File: config.mk
export PLATFORM = sky130hd
export DESIGN_NAME = apb_controller
export DESIGN_NICKNAME = d
export VERILOG_FILES = /design/src/rtl/apb_bridge_pkg.sv /design/src/rtl/apb_wait_timer.sv /design/src/rtl/apb_controller.sv
export SDC_FILE = /design/constraint.sdc
export NUM_CORES = 1
export LEC_CHECK = 0
export CAP_MARGIN = 20
export CORE_ASPECT_RATIO = 1.5
export CORE_MARGIN = 1.5
export CORE_UTILIZATION = 38
export DETAILED_ROUTE_END_ITERATION = 10
export PLACE_DENSITY = 0.84
export SLEW_MARGIN = 5
export SYNTH_ARGS = -nofsm -noshare
export SYNTH_HDL_FRONTEND = slang
export SYNTH_HIERARCHICAL = 1
export SYNTH_SLANG_ARGS = --single-unit
File: constraint.sdc
create_clock -name hclk -period 1.7 [get_ports hclk]
set_clock_uncertainty 0.1 [all_clocks]
set_input_delay 0.34 -clock hclk [delete_from_list [all_inputs] [get_ports hclk]]
set_output_delay 0.34 -clock hclk [all_outputs]
set_load 0.01 [all_outputs]
File: src/rtl/apb_bridge_pkg.sv
// Shared types and constants for the AHB-to-APB bridge: controller states,
// HRESP/HTRANS codes and the one-hot APB slave selects.
package apb_bridge_pkg;

    typedef enum logic [2:0] {
        ST_IDLE   = 3'd0,
        ST_WWAIT  = 3'd1,
        ST_SETUP  = 3'd2,
        ST_ACCESS = 3'd3,
        ST_ERR1   = 3'd4,
        ST_ERR2   = 3'd5
    } state_e;

    localparam logic [1:0] HRESP_OKAY   = 2'b00;
    localparam logic [1:0] HRESP_ERROR  = 2'b01;

    localparam logic [1:0] HTRANS_IDLE   = 2'b00;
    localparam logic [1:0] HTRANS_BUSY   = 2'b01;
    localparam logic [1:0] HTRANS_NONSEQ = 2'b10;
    localparam logic [1:0] HTRANS_SEQ    = 2'b11;

    localparam logic [2:0] SEL_NONE = 3'b000;
    localparam logic [2:0] SEL_S0   = 3'b001;
    localparam logic [2:0] SEL_S1   = 3'b010;
    localparam logic [2:0] SEL_S2   = 3'b100;

endpackage

File: src/rtl/apb_wait_timer.sv
// Counts ACCESS cycles spent waiting on pready; expired_o flags the last
// permitted wait cycle. With TIMEOUT=0 the counter never moves and never expires.
module apb_wait_timer #(
    parameter int unsigned TIMEOUT = 16
) (
    input  logic clk_i,
    input  logic rst_ni,
    input  logic clr_i,
    input  logic en_i,
    output logic expired_o
);

    localparam int unsigned W = (TIMEOUT > 0) ? $clog2(TIMEOUT + 1) : 1;
    localparam logic [W-1:0] LAST = (TIMEOUT > 0) ? W'(TIMEOUT - 1) : '0;

    logic [W-1:0] cnt_q, cnt_d;

    always_comb begin
        cnt_d = cnt_q;
        if (clr_i)
            cnt_d = '0;
        else if (en_i && (TIMEOUT != 0))
            cnt_d = cnt_q + 1'b1;
    end

    always_ff @(posedge clk_i or negedge rst_ni) begin
        if (!rst_ni) cnt_q <= '0;
        else         cnt_q <= cnt_d;
    end

    assign expired_o = (TIMEOUT != 0) && (cnt_q == LAST);

endmodule

File: src/rtl/apb_controller.sv
// APB-side engine of the AHB-to-APB bridge: runs SETUP/ACCESS for each qualified
// AHB transfer and returns hreadyout/hresp/hrdata, including the two-cycle ERROR.
module apb_controller
    import apb_bridge_pkg::*;
#(
    parameter int unsigned ADDR_W  = 32,
    parameter int unsigned DATA_W  = 32,
    parameter int unsigned TIMEOUT = 16
) (
    input  logic              hclk,
    input  logic              hresetn,
    input  logic              valid,
    input  logic [ADDR_W-1:0] haddr,
    input  logic              hwrite,
    input  logic [2:0]        temp_selx,
    input  logic [DATA_W-1:0] hwdata,
    input  logic [DATA_W-1:0] prdata,
    input  logic              pready,
    input  logic              pslverr,
    output logic [2:0]        psel,
    output logic              penable,
    output logic              pwrite,
    output logic [ADDR_W-1:0] paddr,
    output logic [DATA_W-1:0] pwdata,
    output logic              hreadyout,
    output logic [1:0]        hresp,
    output logic [DATA_W-1:0] hrdata
);

    state_e            state_q, state_d;
    logic [2:0]        sel_q, sel_d;
    logic [ADDR_W-1:0] paddr_q, paddr_d;
    logic              pwrite_q, pwrite_d;
    logic [DATA_W-1:0] pwdata_q, pwdata_d;
    logic [DATA_W-1:0] hrdata_q, hrdata_d;
    logic              timer_clr, timer_en, timer_exp;

    apb_wait_timer #(.TIMEOUT(TIMEOUT)) u_timer (
        .clk_i     (hclk),
        .rst_ni    (hresetn),
        .clr_i     (timer_clr),
        .en_i      (timer_en),
        .expired_o (timer_exp)
    );

    always_comb begin
        state_d   = state_q;
        sel_d     = sel_q;
        paddr_d   = paddr_q;
        pwrite_d  = pwrite_q;
        pwdata_d  = pwdata_q;
        hrdata_d  = hrdata_q;
        timer_clr = 1'b0;
        timer_en  = 1'b0;
        case (state_q)
            // ERR2 completes an address phase just like IDLE does
            ST_IDLE, ST_ERR2: begin
                state_d = ST_IDLE;
                if (valid) begin
                    paddr_d  = haddr;
                    pwrite_d = hwrite;
                    sel_d    = temp_selx;
                    if (temp_selx == SEL_NONE) state_d = ST_ERR1;
                    else if (hwrite)           state_d = ST_WWAIT;
                    else                       state_d = ST_SETUP;
                end
            end
            ST_WWAIT: begin
                pwdata_d = hwdata;
                state_d  = ST_SETUP;
            end
            ST_SETUP: begin
                timer_clr = 1'b1;
                state_d   = ST_ACCESS;
            end
            ST_ACCESS: begin
                if (pready) begin
                    if (!pwrite_q) hrdata_d = prdata;
                    state_d = pslverr ? ST_ERR1 : ST_IDLE;
                end else begin
                    timer_en = 1'b1;
                    if (timer_exp) state_d = ST_ERR1;
                end
            end
            ST_ERR1: state_d = ST_ERR2;
            default: state_d = ST_IDLE;
        endcase
    end

    always_ff @(posedge hclk or negedge hresetn) begin
        if (!hresetn) begin
            state_q  <= ST_IDLE;
            sel_q    <= SEL_NONE;
            paddr_q  <= '0;
            pwrite_q <= 1'b0;
            pwdata_q <= '0;
            hrdata_q <= '0;
        end else begin
            state_q  <= state_d;
            sel_q    <= sel_d;
            paddr_q  <= paddr_d;
            pwrite_q <= pwrite_d;
            pwdata_q <= pwdata_d;
            hrdata_q <= hrdata_d;
        end
    end

    // Decoded from state so an async reset drops psel/penable immediately
    assign psel      = (state_q == ST_SETUP || state_q == ST_ACCESS) ? sel_q : SEL_NONE;
    assign penable   = (state_q == ST_ACCESS);
    assign hreadyout = (state_q == ST_IDLE || state_q == ST_ERR2);
    assign hresp     = (state_q == ST_ERR1 || state_q == ST_ERR2) ? HRESP_ERROR : HRESP_OKAY;
    assign pwrite    = pwrite_q;
    assign paddr     = paddr_q;
    assign pwdata    = pwdata_q;
    assign hrdata    = hrdata_q;

endmodule
==> results by group, run 1 <==
Setup path
  – Critical path launch point type: flop
  – Worst path required time: between 1.5 and 2 ns
  – Crit-path slowest cell: dfrtp_2
  – CP max FO: 6
  – Crit path top cell by count: buf_6
  – Crit path largest cell delay: between 0.4 and 0.5 ns
  – Crit path cell chain: buf_6 -> xnor2_4 -> buf_6 -> and2_4 -> buf_12 -> buf_16 -> mux2_4
  – CP Capture Type: flop
  – Crit path max-delay family: buffers and inverters
  – CP Class: flop to flop
  – R2R Setup Slk: -0.13 ns
  – Worst path bufs/invs: 4
  – Crit path DAT: between 1.5 and 2 ns

Finish
  – Number of diodes: 0
  – Commonest non-fill, non-tap cell in the layout: clkdlybuf4s50_1
  – Utilization after layout: between 60 and 70%
  – Synthesis-to-finish area growth: 65.5%
  – Nets: 618
  – Layout Cells excl Fill: about 670
  – Share of cells above drive strength 1: roughly a third
  – Commonest non-fill, non-tap cells in the layout: clkdlybuf4s50_1, dfrtp_1, mux2_4

Global routing
  – First-pass GRT wire length: ~18,000 um
  – Global route overflow: 0
  – Via count of the first global-routing pass: 3,407
  – Gr busiest metal: met2
  – GR Util All Layers: about a fifth
  – Initial antenna violation count: 0
  – GRT met1 Usage: 21.6%
  – Grt met2 use: between 30% and 40%
  – M3 GR Usage: between 4 and 5%
  – Largest net degree at the start of global routing: 47

Clock tree
  – Clock latency on the worst-skew pair: 0.34 ns
  – Htree depth: 3
  – CTS tree: yes
  – Max Root-Sink Buffers: 2
  – TritonCTS Sinks: roughly 110
  – Root Buffer: clkbuf_16
  – Clock slew at reported path FFs: 0.07 ns
  – CTS Buf Count: 9

Power and ir drop
  – Peak VDD IR: between 0.0009 and 0.001 V
  – Power Density: between 1500 and 2000 nW/um2
  – Logic pwr share: between 50% and 60%
  – Pleak: roughly 3.8 nW
  – Switching power share of the total: a little under a third
  – Sequential Power Share: between 30 and 40%
  – Power share of the clock group: ~14%
  – NetSw: approximately 0.0042 W
  – Int Pwr: 0.00927 W

Timing
  – Final setup margin: -0.132 ns
  – Final setup viols: 70
  – Hold slack: between 0.3 and 0.4 ns
  – Final Slew Violations: 0
  – Fin Setup TNS: -7.14 ns
  – Setup repair after global routing missed its margin: yes
  – Final Cycle Share: 108%
  – Final critical-path required period: around 1.8 ns
  – Final hold vios: 0
  – Max Freq: 0.546 GHz

Route
  – 1st-iter DRT viols: 54
  – Drt pass-1 iters: 4
  – Post-route DRC: 0
  – Total Wirelength: ~13,000 um
  – Via/cell ratio: approximately 4.7
  – Per-cell routed wire length: 18.7 um
  – Post-route ant nets: 0
  – Via count: between 3,000 and 4,000

Run status
  – Failing checks: negative setup slack
  – Outcome: finished with violations

Synth
  – Mapped cell area: between 4000 and 5000 um2
  – Flops & latches, synth: around 110
  – Seq/Total Area, Yosys: slightly below 60%
  – Top cell type's share of synthesized area: around three fifths
  – Yosys top cell by area: dfrtp_1
  – Post-Syn Area per Cell: between 15 and 20 um2
  – Top post-synthesis cells by area: dfrtp_1, mux2_4, mux2_2, buf_6, buf_12
  – Mapped Nets: roughly 380
  – Cell variety after synth: 36
  – Syn Inst Count: approximately 270
  – Yosys Warn Count: 6

Floorplan
  – Die area: 12,700 um2
  – Starting density of the core: between 30% and 40%
  – FP Rows: 49
  – Die W: 92.7 um
  – Die Y: ~140 um
  – Core Box Area: about 12,000 um2
  – I/O pins: ~210

Flow run
  – Max-cap viol count: 0

Worst hold path
  – Worst min path class: input pin to asynchronous set/reset pin

Place
  – Pre-CTS setup slack: -0.264 ns
  – Placer congestion estimate: slightly above 0.8
  – Inst Count DP: about 630
  – Buffers added on ports: just over 200
  – Dpl hpwl: 8800 um
==> metal layers <==
layer / wire length, um / vias to the layer above
met5: 0 / -
met4: 248 / 0
met3: 682 / 20
met2: 7030 / 121
met1: 4560 / 1592
li1: - / 1424
==> final timing paths <==
path | start | to | cells past startpoint
worst min register to register | pwdata[9]$_DFFE_PN0P_ | pwdata[9]$_DFFE_PN0P_ | 1
worst max-delay path | state_q[2]$_DFFE_PN0P_ | paddr[27]$_DFFE_PN0P_ | 7
min in group hclk | pwdata[9]$_DFFE_PN0P_ | pwdata[9]$_DFFE_PN0P_ | 1
max in group asynchronous | hresetn | pwdata[22]$_DFFE_PN0P_ | 3
worst max register to register | state_q[2]$_DFFE_PN0P_ | paddr[27]$_DFFE_PN0P_ | 7
worst min-delay path | hresetn | hrdata[21]$_DFFE_PN0P_ | 2
==> through the flow <==
step / total power, W / cell area [um2]
6_report: 0.0135 / 7590
3_5_place_dp: 0.0114 / 6870
4_1_cts: 0.0135 / 7340
3_3_place_gp: 0.0111 / 6870
5_1_grt: 0.0142 / 7590
2_1_floorplan: 0.00794 / 4590
==> power groups by stage <==
| stage | sequential (W) | clock [W] | combinational [W] |
|---|---|---|---|
| 4_1_cts | 0.00462 | 0.00198 | 0.00687 |
| 6_report | 0.00459 | 0.00192 | 0.00698 |
| 5_1_grt | 0.00476 | 0.00209 | 0.00737 |
| 2_1_floorplan | 0.00508 | 0 | 0.00285 |
| 3_3_place_gp | 0.00458 | 0 | 0.00654 |
| 3_5_place_dp | 0.00465 | 0 | 0.00674 |
==> Yosys cell counts <==
library cell	n
nor2b_1	4
inv_1	3
nor2_1	6
nand4_2	1
nor2b_4	1
nand2b_1	1
ha_1	2
buf_4	5
xnor2_2	1
nand2_1	2
and3_1	1
conb_1	1
mux2i_1	2
mux2_4	61
and2b_1	1
and2_1	4
buf_6	8
and4b_1	1
mux2_2	40
a31oi_1	1
o31ai_1	1
a211oi_1	1
o32ai_1	1
xnor2_1	1
nor3_1	1
dfrtp_1	108
a21bo_2	1
nand3_1	1
nor3b_2	1
a21oi_1	2
nand3b_1	1
nor3b_1	1
a22oi_1	1
o21ai_0	1
buf_12	3
a21o_1	1
==> registers in the layout (all words and copies together), names as in the netlist <==
register	flops
hrdata	32
paddr	32
pwdata	32
pwrite	1
sel_q	3
state_q	3
u_timer/cnt_q	5
==> worst reg2reg max path: stages (launching register included) <==
cell and delay [ns]:
dfrtp_2 0.45, buf_6 0.14, xnor2_4 0.16, buf_6 0.12, and2_4 0.19, buf_12 0.13, buf_16 0.13, mux2_4 0.30
==> cell type report <==
cell class,instances,area (um2)
fill,879,4310
sequential,108,2710
timing repair buffer,244,2640
multi-input combinational,145,1770
clock buffer,10,229
tap,153,191
clock inverter,6,41.3
inverter,3,11.3
==> logic make-up (layout without fill, tap and decap cells) <==
family,Yosys count,count (layout),share of synthesized area (%)
AO/OA/AOI/OAI,10,10,1.53
multiplexers,103,103,30.2
flip-flops,108,108,58.9
AND/OR/NAND/NOR,27,27,3.79
XOR/XNOR,2,2,0.546
adder cells (fa/ha/maj),2,2,0.546
other,1,1,0.0818
buffers and inverters,19,263,4.34
==> repair_timing <==
item,4_1_cts,5_1_grt
setup buffers,9,3
setup endpoints to repair,152,155
gates cloned,4,3
resized for setup,92,60
pin swaps,1,2
endpoints found under the hold margin,27,0
hold buffers,1,0
(Power assumes the default switching activity.)
==> inputs of run 2 (changes only) <==
Settings changed: CORE_ASPECT_RATIO 1.5 to 0.8.
==> run 2 against run 1 <==
Compared with the run above: the run ends with design-rule violations, negative setup slack left; routed wire length decreased by 0.89%; combinational power increased by 6.2%; via count increased by 0.41%; final area increased by 2.3%; sequential power about the same; critical path type unchanged; largest cell class unchanged.
==> results by group, run 2 (synthesized netlist as in run 1, its figures left out) <==
Run status
  – Outcome: finished with violations
  – Failing checks: design-rule violations, negative setup slack

Setup path
  – CP Class: flop to flop
  – Worst path required time: 1.83 ns (about the same)
  – Crit path max-delay family: buffers and inverters
  – Crit path top cell by count: buf_6
  – CP Capture Type: flop
  – Crit-path slowest cell: dfrtp_2
  – Worst path bufs/invs: 3 (-1)
  – Crit path largest cell delay: 0.44 ns (about the same)
  – CP max FO: 8 (+2)
  – Crit path cell chain: buf_6 -> xnor2_4 -> buf_6 -> and2_4 -> clkbuf_16 -> mux2_4
  – Crit path DAT: 1.95 ns (about the same)
  – Critical path launch point type: flop

Power and ir drop
  – Peak VDD IR: 0.000800 V (-11%)
  – Tot Pwr: 0.0142 W (+5.0%)
  – Power Density: 1830 nW/um2 (+2.6%)
  – Pleak: 3.99 nW (+5.7%)

Clock tree
  – Root Buffer: clkbuf_16
  – CTS tree: yes
  – Max Root-Sink Buffers: 2 (unchanged)
  – Clock slew at reported path FFs: 0.07 ns (about the same)
  – Htree depth: 3 (unchanged)
  – TritonCTS Sinks: 108 (unchanged)
  – CTS Buf Count: 9 (unchanged)
  – Clock latency on the worst-skew pair: 0.34 ns (about the same)

Place
  – Buffers added on ports: 207 (unchanged)
  – Dpl hpwl: 8160 um (-7.3%)
  – Inst Count DP: 629 (-0.79%)
  – Area after DPL: 6860 um2 (about the same)
  – Placer congestion estimate: 0.755 (-8.0%)

Finish
  – Number of diodes: 0 (unchanged)
  – Share of cells above drive strength 1: 34.7% (+0.83 points)
  – Synthesis-to-finish area growth: 69.2%
  – Layout Cells excl Fill: 666 (-0.45%)
  – Commonest non-fill, non-tap cell in the layout: clkdlybuf4s50_1
  – Nets: 620 (+0.32%)
  – Filler cells: 834 (-5.1%)
  – Utilization after layout: 66.6% (+2.8 points)
  – Post-route cell area: 7760 um2 (+2.3%)
  – Commonest non-fill, non-tap cells in the layout: clkdlybuf4s50_1, dfrtp_1, mux2_4

Timing
  – Final Cycle Share: 107% (-0.57 points)
  – Final setup viols: 94 (+34%)
  – Fin Setup TNS: -7.95 ns (-0.811 ns)
  – Final Slew Violations: 0 (unchanged)
  – Setup repair after global routing missed its margin: yes
  – Final critical-path required period: 1.82 ns (-0.00972 ns)
  – Final hold vios: 0 (unchanged)
  – Final setup margin: -0.122 ns (+0.00972 ns)
  – Max Freq: 0.549 GHz (+0.53%)

Global routing
  – M3 GR Usage: 5.34% (+0.70 points)
  – Initial antenna violation count: 0 (unchanged)
  – Via count of the first global-routing pass: 3,580 (+5.1%)
  – GRT met1 Usage: 24.0% (+2.4 points)
  – First-pass GRT wire length: 18,900 um (+2.5%)
  – Gr busiest metal: met2
  – Global route overflow: 0 (unchanged)
  – Largest net degree at the start of global routing: 46 (-2.1%)
  – Grt met2 use: 32.5% (-2.4 points)
  – GR Util All Layers: 19.0% (-0.15 points)

Route
  – Total Wirelength: 12,400 um (-0.89%)
  – Post-route DRC: 16 (+16)
  – Via/cell ratio: 4.76 (+0.86%)
  – Drt pass-1 iters: 7 (+3)
  – Per-cell routed wire length: 18.6 um (-0.45%)
  – 1st-iter DRT viols: 81 (+50%)
  – Post-route ant nets: 0 (unchanged)
  – Via count: 3,170 (+0.41%)

Floorplan
  – Die Y: 101 um (-26%)
  – FP Rows: 35 (-29%)
  – Core Box Area: 11,600 um2 (-2.1%)
  – Die W: 126 um (+36%)
  – Die area: 12,700 um2 (about the same)
  – Starting density of the core: 39.4% (+0.81 points)
  – I/O pins: 209 (unchanged)

Worst hold path
  – Worst min path class: input pin to asynchronous set/reset pin

Flow run
  – Max-cap viol count: 0 (unchanged)
[run 2: changes by cell type in the layout (fill, tap and decap cells not counted), sizes merged]
cell           change
clkdlybuf4s15      -1
clkbuf             -2
dlymetal6s2s       +9
buf                +5
clkinv             -1
dlygate4sd2        -8
inv                +2
bufinv             +1
clkinvlp           -2
clkdlybuf4s50      -1
[run 2: final timing paths]
| kind | startpoint | endpoint | slack, ns | cells after the start |
|---|---|---|---|---|
| min reg2reg | paddr[9]$_DFFE_PN0P_ | paddr[9]$_DFFE_PN0P_ | 0.41 | 1 |
| max in group asynchronous | hresetn | state_q[0]$_DFFE_PN0P_ | 0.61 | 3 |
| min | hresetn | hrdata[4]$_DFFE_PN0P_ | 0.34 | 2 |
| min in group hclk | paddr[9]$_DFFE_PN0P_ | paddr[9]$_DFFE_PN0P_ | 0.41 | 1 |
| max reg2reg | state_q[2]$_DFFE_PN0P_ | paddr[1]$_DFFE_PN0P_ | -0.12 | 6 |
| max | state_q[2]$_DFFE_PN0P_ | paddr[1]$_DFFE_PN0P_ | -0.12 | 6 |
[run 2: area by class of cell]
class,instances,area (um2),area share [%]
multi-input cells,145,1880,24.2
flip-flops and latches,108,2710,34.9
clock buffers,10,239,3.08
well taps,148,185,2.39
clock inverters,6,71.3,0.919
inverters,3,11.3,0.145
repair buffers,246,2670,34.4
[run 2: metrics by stage]
stage / worst slack (ns) / hold WS (ns)
6_report: -0.122 / 0.344
5_1_grt: -0.169 / 0.342
4_1_cts: -0.106 / 0.325
3_5_place_dp: -0.286 / 0.142
3_3_place_gp: -0.251 / 0.142
2_1_floorplan: 0.0747 / -0.0556
[run 2: power by group]
part           switching, W  internal [W]
registers          0.000736       0.00386
logic               0.00264       0.00476
clock network      0.000966       0.00120
[run 2: metal layers]
layer / share of wire, % / vias to the layer above
li1: - / 1428
met1: 42 / 1606
met2: 50 / 119
met3: 7.2 / 17
met4: 1.2 / 0
met5: 0 / -
[run 2: timing repair]
action                                  4_1_cts  5_1_grt
hold buffers                                  1        0
pin swaps                                     3        4
cloned                                        5        2
hold endpoints to repair                     15        0
buffers inserted                              8        5
resized for setup                           105       82
endpoints found under the setup margin      140      156
[run 2: worst reg2reg max path, stage by stage (launching register included)]
cell       delay [ns]
dfrtp_2          0.44
buf_6            0.14
xnor2_4          0.16
buf_6            0.12
and2_4           0.23
clkbuf_16        0.21
mux2_4           0.31
==> inputs of run 3 (changes only) <==
Settings changed: ABC_AREA set to 1, CORE_UTILIZATION 38 to 37, PLACE_DENSITY 0.84 to 0.83, SETUP_SLACK_MARGIN set to 0.02.
==> run 3 against run 2 <==
Compared with the run above: the flow finishes with violations (negative setup slack); synthesized cell count up 90%; critical path depth down 1; largest power group unchanged; critical path type is now flop to primary output; die area up 1.3%; sequential share of layout area up 2.2 points; total power down 12%.
==> results by group, run 3 <==
Run status
  – Outcome: finished with violations
  – Failing checks: negative setup slack

Global routing
  – Initial antenna violation count: 0 (unchanged)
  – Largest net degree at the start of global routing: 66 (+43%)
  – Global route overflow: 0 (unchanged)
  – GR Util All Layers: 19.3% (+0.27 points)
  – Via count of the first global-routing pass: 4,163 (+16%)
  – First-pass GRT wire length: 20,000 um (+5.6%)

Timing
  – Final setup viols: 1 (-99%)
  – Max Freq: 0.586 GHz (+6.7%)
  – Final critical-path required period: 1.71 ns (-0.115 ns)
  – Final setup margin: -0.00751 ns (+0.115 ns)
  – Fin Setup TNS: -0.00751 ns (+7.94 ns)
  – Final Cycle Share: 100% (-6.7 points)
  – Setup repair after global routing missed its margin: yes
  – Final Slew Violations: 0 (unchanged)
  – Final hold vios: 0 (unchanged)

Synth
  – Top post-synthesis cells by area: dfrtp_1, nand2_1, nand3_1, inv_1, o21ai_0
  – Yosys top cell by area: dfrtp_1
  – Cell variety after synth: 22 (-39%)
  – Mapped cell area: 4520 um2 (-1.3%)
  – Top cell type's share of synthesized area: 59.7% (+0.80 points)
  – Syn Inst Count: 516 (+90%)
  – Mapped Nets: 623 (+64%)
  – Synth top cells by count: nand2_1, dfrtp_1, nand3_1, inv_1, o21ai_0
  – Yosys Warn Count: 6 (unchanged)
  – Post-synth EDFFs: 0 (unchanged)
  – Top-count cell post-synth: nand2_1
  – Seq/Total Area, Yosys: 59.7% (+0.80 points)
  – Ys async rst share: 100% (unchanged)
  – Ys flop type: dfrtp_1
  – Flops & latches, synth: 108 (unchanged)
  – Post-Syn Area per Cell: 8.77 um2 (-48%)

Route
  – Post-route DRC: 0 (-16)
  – Per-cell routed wire length: 14.4 um (-23%)
  – Via/cell ratio: 4.73 (-0.59%)
  – 1st-iter DRT viols: 213 (+160%)
  – Routed length on met3: 1040 um (+17%)
  – M1 wire length: 5240 um (+0.81%)
  – Total Wirelength: 12,700 um (+2.5%)
  – Post-route ant nets: 0 (unchanged)
  – Drt pass-1 iters: 4 (-3)
  – Met2 WL: 6340 um (+2.7%)
  – DR top layer: met4
  – Via count: 4,183 (+32%)

Clock tree
  – Clock latency on the worst-skew pair: 0.33 ns (about the same)
  – Htree depth: 3 (unchanged)
  – Clock slew at reported path FFs: 0.07 ns (about the same)
  – Max Root-Sink Buffers: 2 (unchanged)
  – CTS tree: yes
  – TritonCTS Sinks: 108 (unchanged)
  – CTS Buf Count: 9 (unchanged)
  – Root Buffer: clkbuf_16

Floorplan
  – Die Y: 102 um (+0.64%)
  – Die W: 127 um (+0.64%)
  – Die area: 12,900 um2 (+1.3%)
  – FP Rows: 35 (unchanged)
  – I/O pins: 209 (unchanged)
  – Core Box Area: 11,700 um2 (+0.75%)
  – Starting density of the core: 38.6% (-0.82 points)

Setup path
  – FF-to-FF End: u_timer/cnt_q[3]$_DFFE_PN0P_
  – Critical Path Start: state_q[1]$_DFFE_PN0P_
  – Critical path launch point type: flop
  – Worst r2r src: state_q[1]$_DFFE_PN0P_
  – Crit path DAT: 1.27 ns (-0.68 ns)
  – FF-to-FF path depth: 12 (+6)
  – Worst path required time: 1.26 ns (-0.57 ns)
  – CP Capture Type: primary output
  – R2R Setup Slk: 0.03 ns (+0.15 ns)
  – CP max FO: 3 (-5)
  – CP Class: flop to primary output

Power and ir drop
  – Pleak: 4.12 nW (+3.2%)
  – Power Density: 1700 nW/um2 (-7.0%)
  – Peak VDD IR: 0.000760 V (-4.9%)

Finish
  – Share of cells above drive strength 1: 10.1% (-25 points)
  – Commonest non-fill, non-tap cells in the layout: nand2_1, dfrtp_1, clkdlybuf4s50_1
  – Nets: 838 (+35%)
  – Synthesis-to-finish area growth: 61.4%
  – Commonest non-fill, non-tap cell in the layout: nand2_1
  – Utilization after layout: 62.2% (-4.4 points)
  – Number of diodes: 0 (unchanged)

Place
  – Placer congestion estimate: 0.840 (+11%)
  – Pre-CTS setup slack: -0.112 ns (+0.174 ns)
  – Dpl hpwl: 9270 um (+14%)
  – Buffers added on ports: 207 (unchanged)

Flow run
  – Max-cap viol count: 0 (unchanged)

Worst hold path
  – Worst min path class: input pin to asynchronous set/reset pin
run 3: cell count changes after synthesis, moves of 33 or more:
cell / previous run / this run
inv_1: 3 / 50
mux2_4: 61 / 0
mux2_2: 40 / 0
nand3_1: 1 / 75
o21ai_0: 1 / 34
nand2_1: 2 / 184
run 3: worst max-delay path, cell delays in order, from the launching register on:
cell,delay [ns]
dfrtp_2,0.45
inv_2,0.11
buf_6,0.11
nand3_4,0.07
nand2_4,0.10
buf_6,0.10
run 3: cell type report:
type / count / area, um2
fillers: 979 / 4440
repair buffers: 234 / 2390
inverters: 51 / 196
clock inverters: 5 / 66.3
multi-input cells: 327 / 1500
flip-flops and latches: 108 / 2710
well taps: 148 / 185
clock buffers: 11 / 253
run 3: power by group:
part           switching, W  total [W]  internal (W)
Combinational       0.00311    0.00578       0.00267
Sequential         0.000693    0.00447       0.00377
Clock              0.000914    0.00216       0.00124
run 3: repair_timing:
action | 4_1_cts | 5_1_grt
hold endpoints to repair | 13 | 0
hold buffers | 1 | 0
buffers inserted | 2 | 1
pin swaps | 3 | 9
setup endpoints to repair | 94 | 107
gates resized for setup | 104 | 59
cloned | 0 | 1
run 3: metal layers:
layer  track usage [%]  vias up
li1                  -     2031
met1              24.5     1962
met2              33.0      179
met3              5.86       11
met4              4.07        0
met5                 0        -
run 3: how the worst max path moves through the flow:
stage,depth (start not counted),end,slack (ns)
detailed placement,5,psel[0],-0.11
global route,12,u_timer/cnt_q[3]$_DFFE_PN0P_,-0.07
global placement,5,psel[0],-0.07
finish,5,hreadyout,-0.008
floorplan,10,u_timer/cnt_q[3]$_DFFE_PN0P_,0.23
CTS,4,hreadyout,-0.01
run 3: logic make-up after synthesis:
group	count (synthesis)	synth area share, %
and+or+nand+nor	284	26.4
AOI/OAI and AO/OA	40	4.48
DFF	108	59.7
adders and majority gates	2	0.553
other	1	0.0829
buffers and inverters	81	8.77
run 3: stage by stage:
stage / std cells / hold WS, ns / power (W) / instance area, um2
after global placement: 863 / 0.121 / 0.0103 / 6820
after floorplan: 516 / -0.0556 / 0.00724 / 4520
after global routing: 884 / 0.310 / 0.0133 / 7300
after detailed placement: 863 / 0.125 / 0.0106 / 6820
after CTS: 882 / 0.304 / 0.0123 / 7080
final: 884 / 0.320 / 0.0124 / 7300
